[src/rtl/axi_light_regfile_if.sv]
// if_axi_light: AXI-lite bus bundle shared by masters, interconnect and responders.
//   aw*: write address (awaddr, awprot, awvalid, awready)
//   w* : write data    (wdata, wstrb, wvalid, wready)
//   b* : write resp    (bresp, bvalid, bready)
//   ar*: read address  (araddr, arprot, arvalid, arready)
//   r* : read data     (rdata, rresp, rvalid, rready)
// Address width is `AXI_ADDR_WIDTH (defaults to 32), data is fixed at 32 bits.

`ifndef AXI_ADDR_WIDTH
`define AXI_ADDR_WIDTH 32
`endif

interface if_axi_light;
    logic [`AXI_ADDR_WIDTH-1:0] awaddr;
    logic [2:0]                 awprot;
    logic                       awvalid;
    logic                       awready;

    logic [31:0]                wdata;
    logic [3:0]                 wstrb;
    logic                       wvalid;
    logic                       wready;

    logic [1:0]                 bresp;
    logic                       bvalid;
    logic                       bready;

    logic [`AXI_ADDR_WIDTH-1:0] araddr;
    logic [2:0]                 arprot;
    logic                       arvalid;
    logic                       arready;

    logic [31:0]                rdata;
    logic [1:0]                 rresp;
    logic                       rvalid;
    logic                       rready;

    modport master (
        output awaddr, awprot, awvalid, input awready,
        output wdata, wstrb, wvalid, input wready,
        input bresp, bvalid, output bready,
        output araddr, arprot, arvalid, input arready,
        input rdata, rresp, rvalid, output rready
    );

    modport slave (
        input awaddr, awprot, awvalid, output awready,
        input wdata, wstrb, wvalid, output wready,
        output bresp, bvalid, input bready,
        input araddr, arprot, arvalid, output arready,
        output rdata, rresp, rvalid, input rready
    );
endinterface

[src/rtl/axi_light_regfile.sv]
// axi_light_regfile: AXI-lite responder backed by NUM_REGS 32-bit read/write registers.
//
// Ports:
//   clk        - single clock, rising edge
//   resetn     - synchronous active-low reset
//   s_axi      - AXI-lite slave port (if_axi_light.slave)
//   regs_o     - register contents, reg i at [32*i +: 32]
//   wr_pulse_o - one-cycle pulse per register, high in the cycle after it is written
//
// AW and W are captured in independent one-deep slots; a write commits once both slots are
// full and the B channel can take a new response. Reads complete in a single cycle.
// Addresses outside BASE_ADDR .. BASE_ADDR + 4*NUM_REGS - 1 answer SLVERR.
// The register index is taken from offset bits [9:2], so `AXI_ADDR_WIDTH must be >= 10.

`ifndef AXI_ADDR_WIDTH
`define AXI_ADDR_WIDTH 32
`endif

module axi_light_regfile #(
    parameter logic [`AXI_ADDR_WIDTH-1:0] BASE_ADDR   = '0,
    parameter int unsigned                NUM_REGS    = 16,
    parameter logic [31:0]                RESET_VALUE = 32'h0
) (
    input  logic                      clk,
    input  logic                      resetn,
    if_axi_light.slave                s_axi,
    output logic [NUM_REGS*32-1:0]    regs_o,
    output logic [NUM_REGS-1:0]       wr_pulse_o
);

    localparam int unsigned AW      = `AXI_ADDR_WIDTH;
    // One extra bit so a 256-register window still compares correctly with narrow buses.
    localparam logic [AW:0] WinSize = (AW + 1)'(4 * NUM_REGS);

    localparam logic [1:0] RespOkay   = 2'b00;
    localparam logic [1:0] RespSlverr = 2'b10;

    // Write holding slots
    logic                aw_full_q, aw_full_d;
    logic [AW-1:0]       aw_addr_q, aw_addr_d;
    logic                w_full_q, w_full_d;
    logic [31:0]         w_data_q, w_data_d;
    logic [3:0]          w_strb_q, w_strb_d;

    // Response channels
    logic                bvalid_q, bvalid_d;
    logic [1:0]          bresp_q, bresp_d;
    logic                rvalid_q, rvalid_d;
    logic [31:0]         rdata_q, rdata_d;
    logic [1:0]          rresp_q, rresp_d;

    // Register bank
    logic [31:0]         regs_q [NUM_REGS];
    logic [31:0]         regs_d [NUM_REGS];
    logic [NUM_REGS-1:0] wr_pulse_q, wr_pulse_d;

    logic                aw_hs, w_hs, ar_hs, commit;
    logic [AW-1:0]       aw_off, ar_off;
    logic                aw_hit, ar_hit;
    logic [31:0]         rd_word;

    logic                unused_prot;
    assign unused_prot = ^{s_axi.awprot, s_axi.arprot};

    // Ready signals depend only on internal state and rready.
    assign s_axi.awready = !aw_full_q;
    assign s_axi.wready  = !w_full_q;
    assign s_axi.arready = !rvalid_q || s_axi.rready;

    assign s_axi.bvalid  = bvalid_q;
    assign s_axi.bresp   = bresp_q;
    assign s_axi.rvalid  = rvalid_q;
    assign s_axi.rdata   = rdata_q;
    assign s_axi.rresp   = rresp_q;

    assign aw_hs  = s_axi.awvalid && !aw_full_q;
    assign w_hs   = s_axi.wvalid && !w_full_q;
    assign ar_hs  = s_axi.arvalid && (!rvalid_q || s_axi.rready);
    // A commit may reuse the B slot on the same edge its previous beat is accepted.
    assign commit = aw_full_q && w_full_q && (!bvalid_q || s_axi.bready);

    // Offsets wrap modulo 2^AW, so addresses below BASE_ADDR land far outside the window.
    assign aw_off = aw_addr_q - BASE_ADDR;
    assign ar_off = s_axi.araddr - BASE_ADDR;
    assign aw_hit = ({1'b0, aw_off} < WinSize);
    assign ar_hit = ({1'b0, ar_off} < WinSize);

    // AW / W slots. A slot cannot fill and drain on the same edge: while full its ready is low.
    always_comb begin
        aw_full_d = aw_full_q;
        aw_addr_d = aw_addr_q;
        w_full_d  = w_full_q;
        w_data_d  = w_data_q;
        w_strb_d  = w_strb_q;

        if (commit) begin
            aw_full_d = 1'b0;
            w_full_d  = 1'b0;
        end else begin
            if (aw_hs) begin
                aw_full_d = 1'b1;
                aw_addr_d = s_axi.awaddr;
            end
            if (w_hs) begin
                w_full_d = 1'b1;
                w_data_d = s_axi.wdata;
                w_strb_d = s_axi.wstrb;
            end
        end
    end

    // Register bank update and write pulses.
    always_comb begin
        regs_d     = regs_q;
        wr_pulse_d = '0;
        for (int i = 0; i < NUM_REGS; i++) begin
            if (commit && aw_hit && (aw_off[9:2] == 8'(i))) begin
                wr_pulse_d[i] = 1'b1;
                for (int k = 0; k < 4; k++) begin
                    if (w_strb_q[k]) begin
                        regs_d[i][8*k +: 8] = w_data_q[8*k +: 8];
                    end
                end
            end
        end
    end

    // B channel
    always_comb begin
        bvalid_d = bvalid_q;
        bresp_d  = bresp_q;
        if (commit) begin
            bvalid_d = 1'b1;
            bresp_d  = aw_hit ? RespOkay : RespSlverr;
        end else if (s_axi.bready) begin
            bvalid_d = 1'b0;
        end
    end

    // Read mux sees the bank as it stands before this edge, so a same-edge write is not visible.
    always_comb begin
        rd_word = '0;
        for (int i = 0; i < NUM_REGS; i++) begin
            if (ar_off[9:2] == 8'(i)) begin
                rd_word = regs_q[i];
            end
        end
    end

    // R channel
    always_comb begin
        rvalid_d = rvalid_q;
        rdata_d  = rdata_q;
        rresp_d  = rresp_q;
        if (ar_hs) begin
            rvalid_d = 1'b1;
            rdata_d  = ar_hit ? rd_word : 32'h0;
            rresp_d  = ar_hit ? RespOkay : RespSlverr;
        end else if (s_axi.rready) begin
            rvalid_d = 1'b0;
        end
    end

    always_ff @(posedge clk) begin
        if (!resetn) begin
            aw_full_q  <= 1'b0;
            aw_addr_q  <= '0;
            w_full_q   <= 1'b0;
            w_data_q   <= '0;
            w_strb_q   <= '0;
            bvalid_q   <= 1'b0;
            bresp_q    <= RespOkay;
            rvalid_q   <= 1'b0;
            rdata_q    <= '0;
            rresp_q    <= RespOkay;
            wr_pulse_q <= '0;
            for (int i = 0; i < NUM_REGS; i++) begin
                regs_q[i] <= RESET_VALUE;
            end
        end else begin
            aw_full_q  <= aw_full_d;
            aw_addr_q  <= aw_addr_d;
            w_full_q   <= w_full_d;
            w_data_q   <= w_data_d;
            w_strb_q   <= w_strb_d;
            bvalid_q   <= bvalid_d;
            bresp_q    <= bresp_d;
            rvalid_q   <= rvalid_d;
            rdata_q    <= rdata_d;
            rresp_q    <= rresp_d;
            wr_pulse_q <= wr_pulse_d;
            for (int i = 0; i < NUM_REGS; i++) begin
                regs_q[i] <= regs_d[i];
            end
        end
    end

    always_comb begin
        regs_o = '0;
        for (int i = 0; i < NUM_REGS; i++) begin
            regs_o[32*i +: 32] = regs_q[i];
        end
    end

    assign wr_pulse_o = wr_pulse_q;

endmodule
[src/flat_wrapper.sv]
// flat-port wrapper written by rule: the top's interface ports become plain ports
module axi_light_regfile_flat 
#(
    parameter logic [`AXI_ADDR_WIDTH-1:0] BASE_ADDR   = '0,
    parameter int unsigned                NUM_REGS    = 16,
    parameter logic [31:0]                RESET_VALUE = 32'h0
)
  (clk, resetn, regs_o, wr_pulse_o, s_axi_awaddr, s_axi_awprot, s_axi_awvalid, s_axi_awready, s_axi_wdata, s_axi_wstrb, s_axi_wvalid, s_axi_wready, s_axi_bresp, s_axi_bvalid, s_axi_bready, s_axi_araddr, s_axi_arprot, s_axi_arvalid, s_axi_arready, s_axi_rdata, s_axi_rresp, s_axi_rvalid, s_axi_rready);
  if_axi_light s_axi_i ();
  input  logic clk;
  input  logic resetn;
  output logic [NUM_REGS*32-1:0] regs_o;
  output logic [NUM_REGS-1:0] wr_pulse_o;
  input wire logic [$bits(s_axi_i.awaddr)-1:0] s_axi_awaddr;
  input wire logic [$bits(s_axi_i.awprot)-1:0] s_axi_awprot;
  input wire logic [$bits(s_axi_i.awvalid)-1:0] s_axi_awvalid;
  output wire logic [$bits(s_axi_i.awready)-1:0] s_axi_awready;
  input wire logic [$bits(s_axi_i.wdata)-1:0] s_axi_wdata;
  input wire logic [$bits(s_axi_i.wstrb)-1:0] s_axi_wstrb;
  input wire logic [$bits(s_axi_i.wvalid)-1:0] s_axi_wvalid;
  output wire logic [$bits(s_axi_i.wready)-1:0] s_axi_wready;
  output wire logic [$bits(s_axi_i.bresp)-1:0] s_axi_bresp;
  output wire logic [$bits(s_axi_i.bvalid)-1:0] s_axi_bvalid;
  input wire logic [$bits(s_axi_i.bready)-1:0] s_axi_bready;
  input wire logic [$bits(s_axi_i.araddr)-1:0] s_axi_araddr;
  input wire logic [$bits(s_axi_i.arprot)-1:0] s_axi_arprot;
  input wire logic [$bits(s_axi_i.arvalid)-1:0] s_axi_arvalid;
  output wire logic [$bits(s_axi_i.arready)-1:0] s_axi_arready;
  output wire logic [$bits(s_axi_i.rdata)-1:0] s_axi_rdata;
  output wire logic [$bits(s_axi_i.rresp)-1:0] s_axi_rresp;
  output wire logic [$bits(s_axi_i.rvalid)-1:0] s_axi_rvalid;
  input wire logic [$bits(s_axi_i.rready)-1:0] s_axi_rready;
  assign s_axi_i.awaddr = s_axi_awaddr;
  assign s_axi_i.awprot = s_axi_awprot;
  assign s_axi_i.awvalid = s_axi_awvalid;
  assign s_axi_awready = s_axi_i.awready;
  assign s_axi_i.wdata = s_axi_wdata;
  assign s_axi_i.wstrb = s_axi_wstrb;
  assign s_axi_i.wvalid = s_axi_wvalid;
  assign s_axi_wready = s_axi_i.wready;
  assign s_axi_bresp = s_axi_i.bresp;
  assign s_axi_bvalid = s_axi_i.bvalid;
  assign s_axi_i.bready = s_axi_bready;
  assign s_axi_i.araddr = s_axi_araddr;
  assign s_axi_i.arprot = s_axi_arprot;
  assign s_axi_i.arvalid = s_axi_arvalid;
  assign s_axi_arready = s_axi_i.arready;
  assign s_axi_rdata = s_axi_i.rdata;
  assign s_axi_rresp = s_axi_i.rresp;
  assign s_axi_rvalid = s_axi_i.rvalid;
  assign s_axi_i.rready = s_axi_rready;
  axi_light_regfile #(.BASE_ADDR(BASE_ADDR), .NUM_REGS(NUM_REGS), .RESET_VALUE(RESET_VALUE)) u_core (.clk(clk), .resetn(resetn), .s_axi(s_axi_i), .regs_o(regs_o), .wr_pulse_o(wr_pulse_o));
endmodule
[config.mk]
export PLATFORM = sky130hd
export DESIGN_NAME = axi_light_regfile_flat
export DESIGN_NICKNAME = d
export VERILOG_FILES = /design/src/rtl/axi_light_regfile_if.sv /design/src/rtl/axi_light_regfile.sv /design/src/flat_wrapper.sv
export SDC_FILE = /design/constraint.sdc
export NUM_CORES = 2
export LEC_CHECK = 0
export ABC_AREA = 1
export CAP_MARGIN = 20
export CELL_PAD_IN_SITES_DETAIL_PLACEMENT = 0
export CELL_PAD_IN_SITES_GLOBAL_PLACEMENT = 1
export CORE_MARGIN = 1
export CORE_UTILIZATION = 39
export CTS_CLUSTER_SIZE = 28
export DETAILED_ROUTE_END_ITERATION = 8
export HOLD_SLACK_MARGIN = 0.1
export PLACE_DENSITY_LB_ADDON = 0.1
export SETUP_SLACK_MARGIN = 0.3
export SLEW_MARGIN = 30
export SYNTH_ARGS = -nofsm -noshare
export SYNTH_HDL_FRONTEND = slang
export SYNTH_SLANG_ARGS = --single-unit
[constraint.sdc]
create_clock -name clk -period 4.2 [get_ports clk]
set_clock_uncertainty 0.2 [all_clocks]
set_input_delay 0.84 -clock clk [delete_from_list [all_inputs] [get_ports clk]]
set_output_delay 0.84 -clock clk [all_outputs]
set_load 0.01 [all_outputs]
==> summary.md <==
| Metric | Value |
|---|---|
| Status | finished clean |
| Die height | 270 µm |
| Post-synth EDFFs | 0 |
| Clock sink count | 632 |
| Asr flop ratio synth | 0% |
| Hold Path Stages | 2 |
| R2R setup slack | 1460 ps |
| Origin of the worst min-delay path | u_core.s_axi.rdata[29]$_SDFFE_PN0P_ |
| Final Slew Violations | 0 |
| Startpoint Class | primary input |
| Initial antenna violation count | 6 |
| Hold_ws | roughly 270 ps |
| Worst skew pair latency | about 620 ps |
| Worst-Margin Slew | 931 ps |
| Critical path fanouts, max | 5 |
| Mapped Cells | 3723 |
| TritonCTS clock tree | yes |
| Fmax | about 280 MHz |
| Pwr dens | 354 nW/µm² |
| HPWL Detailed | roughly 100000 µm |
| WHS Endpoint | u_core.s_axi.rdata[29]$_SDFFE_PN0P_ |
| Tcrit/Tclk final | 84.9% |
| Crit path required time | 4470 ps |
| Die width | approximately 270 µm |
| RR Startpoint | u_core.aw_addr_q[6]$_SDFFE_PN0P_ |
| GRT Total Usage | 35.8% |
| Most frequent cells in the layout | nor2_1, clkdlybuf4s50_1, dfxtp_1 |
| GPL Wtd Cong | 0.931 |
| Crit. End Element | flop |
| First-pass GRT wire length | 189000 µm |
| RSZ-0062 raised after global routing | false |
| Total congestion overflow | 0 |
| Number of global-route vias before repair | 25790 |
| Most frequent CP cell | nand2_1 |
| Worst slew margin | 37.9% |
| Setup bufs post-CTS | 0 |
| CP arrival | around 3800 ps |
| Cts repair resizes | 0 |
| Final core utilization | a little over half |
| DR WL/cell | 25.4 µm |
| TritonCTS Buffers | 73 |
| Area of the die | around 73000 µm² |
| Antenna-violating nets left | 0 |
| Synth warnings | 0 |
| #FFs+latches synth | about 630 |
| Share of layout cells above drive strength 1 | 9.80% |
| Detailed Route Iter0 Violations | 2607 |
| Syn avg cell area | 7.52 µm² |
| Reg clk slew, reported paths | roughly 60 ps |
| Most used DFF post-synth | dfxtp_1 |
| Max VDD drop | 0.000260 V |
| Setup TNS | 0 ps |
| Largest delay share family, worst path | simple AND/OR/NAND/NOR gates |
| Mapped Area | 28000 µm² |
| Count of final hold-check violations | 0 |
| Buf/Inv on CP | 6 |
| Row cnt | 97 |
| Hold Crit Class | flop to flop |
| Nets | 4447 |
| IO buf count | 669 |
| Final setup vio count | 0 |
| CTS H-tree depth | 3 |
| Post-synth cell types | 38 |
| Vias post-DR | 27740 |
| Register area share after synthesis | 45.2% |
| # IOs | 682 |
| Crit path cell chain | clkdlybuf4s50_1 > inv_1 > nand2_1 > nor2_2 > nand2_1 > inv_1 > buf_4 > nand2_1 > nand3_1 > nor3_1 > buf_4 > nand4_1 > buf_4 > nand2_1 > nand4_1 > nand2_1 > nand3_1 > nand2_1 > a21oi_1 |
| Most common cell after layout, fill and taps aside | nor2_1 |
| Max Cap Viol | 0 |
| Worst r2r dst | u_core.regs_o[36]$_SDFFE_PN0P_ |
| Hold buffers post-CTS | 0 |
| Post-route minimum period | about 3600 ps |
| Fill cell count | a little under 7000 |
| Drt pass-1 iters | 5 |
| CTS root buffer | clkbuf_16 |
| Crit Path Class | primary input to flop |
| Core area | about 71000 µm² |
| Initial Util | 39.7% |
| Post-route DRC | 0 |
| Area delta synth->final | 36.2% |
| Vias per inst | 5.20 |
| CP max stage cell | clkdlybuf4s50_1 |
| Max incr delay on CP | 520 ps |
| Final wirelength | 135000 µm |
| Pleak | 13.9 nW |
| Longest Clk Path Bufs | 3 |
| Reg2reg path depth | 8 |
| Largest net degree at the start of global routing | between 100 and 150 |
power by group:
| group | switching (mW) | internal, mW |
|---|---|---|
| Clock | 2.69 | 3.92 |
| Sequential | 0.137 | 6.05 |
| Combinational | 0.506 | 0.195 |
| Total | 3.33 | 10.2 |
area by class of cell:
cell class | count | area, µm² | share of cell area (%)
clock inverter | 21 | 241 | 0.633
multi-input combinational | 2234 | 11700 | 30.8
tap | 940 | 1180 | 3.08
clock buffer | 109 | 2190 | 5.76
antenna | 2 | 5.00 | 0.0131
inverter | 581 | 2190 | 5.74
sequential | 632 | 12700 | 33.2
timing repair buffer | 812 | 7930 | 20.8
synthesized netlist by cell type (2+ instances only):
cell	n	area share, %
nor2_1	764	10
dfxtp_1	632	45
nor2_2	2	0.045
inv_1	578	7.7
a21oi_1	132	2.4
clkbuf_1	165	2.2
buf_6	48	1.9
o211ai_1	11	0.29
nor3_1	34	0.61
nand2_2	49	1.1
nand4_1	63	1.4
nor4_1	9	0.20
nor2_4	12	0.48
nand2_1	446	6.0
a211oi_2	81	3.6
a211oi_1	431	12
or2_2	2	0.045
clkinv_1	2	0.027
nand3_1	72	1.3
o21ai_0	106	1.9
o2111ai_1	5	0.16
buf_4	6	0.16
buf_2	29	0.52
buf_1	28	0.38
nand3_4	3	0.19
worst max path at each step:
stage / endpoint / slack [ps] / startpoint / cells after the start
after floorplan: u_core.s_axi.rdata[3]$_SDFFE_PN0P_ / 1590 / s_axi_araddr[6] / 15
after global placement: u_core.s_axi.rdata[2]$_SDFFE_PN0P_ / 100 / s_axi_araddr[7] / 18
after detailed placement: u_core.s_axi.rdata[2]$_SDFFE_PN0P_ / 80 / s_axi_araddr[6] / 18
after CTS: u_core.s_axi.rdata[2]$_SDFFE_PN0P_ / 700 / s_axi_araddr[6] / 18
after global routing: u_core.s_axi.rdata[2]$_SDFFE_PN0P_ / 540 / s_axi_araddr[7] / 18
final: u_core.s_axi.rdata[5]$_SDFFE_PN0P_ / 640 / s_axi_araddr[5] / 19
through the flow:
| step | setup WS [ps] | total power, mW | instance area, µm² | instances |
|---|---|---|---|---|
| finish | 635 | 13.5 | 38100 | 5331 |
| global route | 540 | 13.8 | 38100 | 5329 |
| CTS | 700 | 13.5 | 38100 | 5329 |
| detailed placement | 81.0 | 7.00 | 35700 | 5199 |
| global placement | 98.7 | 7.00 | 35700 | 5199 |
| floorplan | 1590 | 6.55 | 28000 | 3724 |
logic make-up after synthesis:
group,after synthesis,share of synthesized area (%)
simple gates,1463,21.8
buf+inv,858,13.1
compound gates,769,20.0
flops,632,45.2
other cells,1,0.0134
state kept, by name, summed over array words and instances, names as in the netlist, 4 cells and up:
register / flops
u_core.regs_o: 512
u_core.wr_pulse_o: 16
u_core.w_strb_q: 4
u_core.aw_addr_q: 30
u_core.s_axi.rdata: 32
u_core.w_data_q: 32
worst min-delay path: cells and delay by family, from the launching register on:
| kind | cells | cell delay (ps) |
|---|---|---|
| compound gates | 1 | 60 |
| flops | 1 | 310 |
| simple gates | 1 | 60 |
per-layer routing:
metal	up-vias	GRT usage, %	share of wire, %
met1	12993	43.1	39
li1	13340	-	-
met4	8	17.6	5.3
met2	1134	60.5	48
met3	265	7.53	7.5
met5	-	0	0.038
Note: power is estimated with default switching activity, not from simulation.
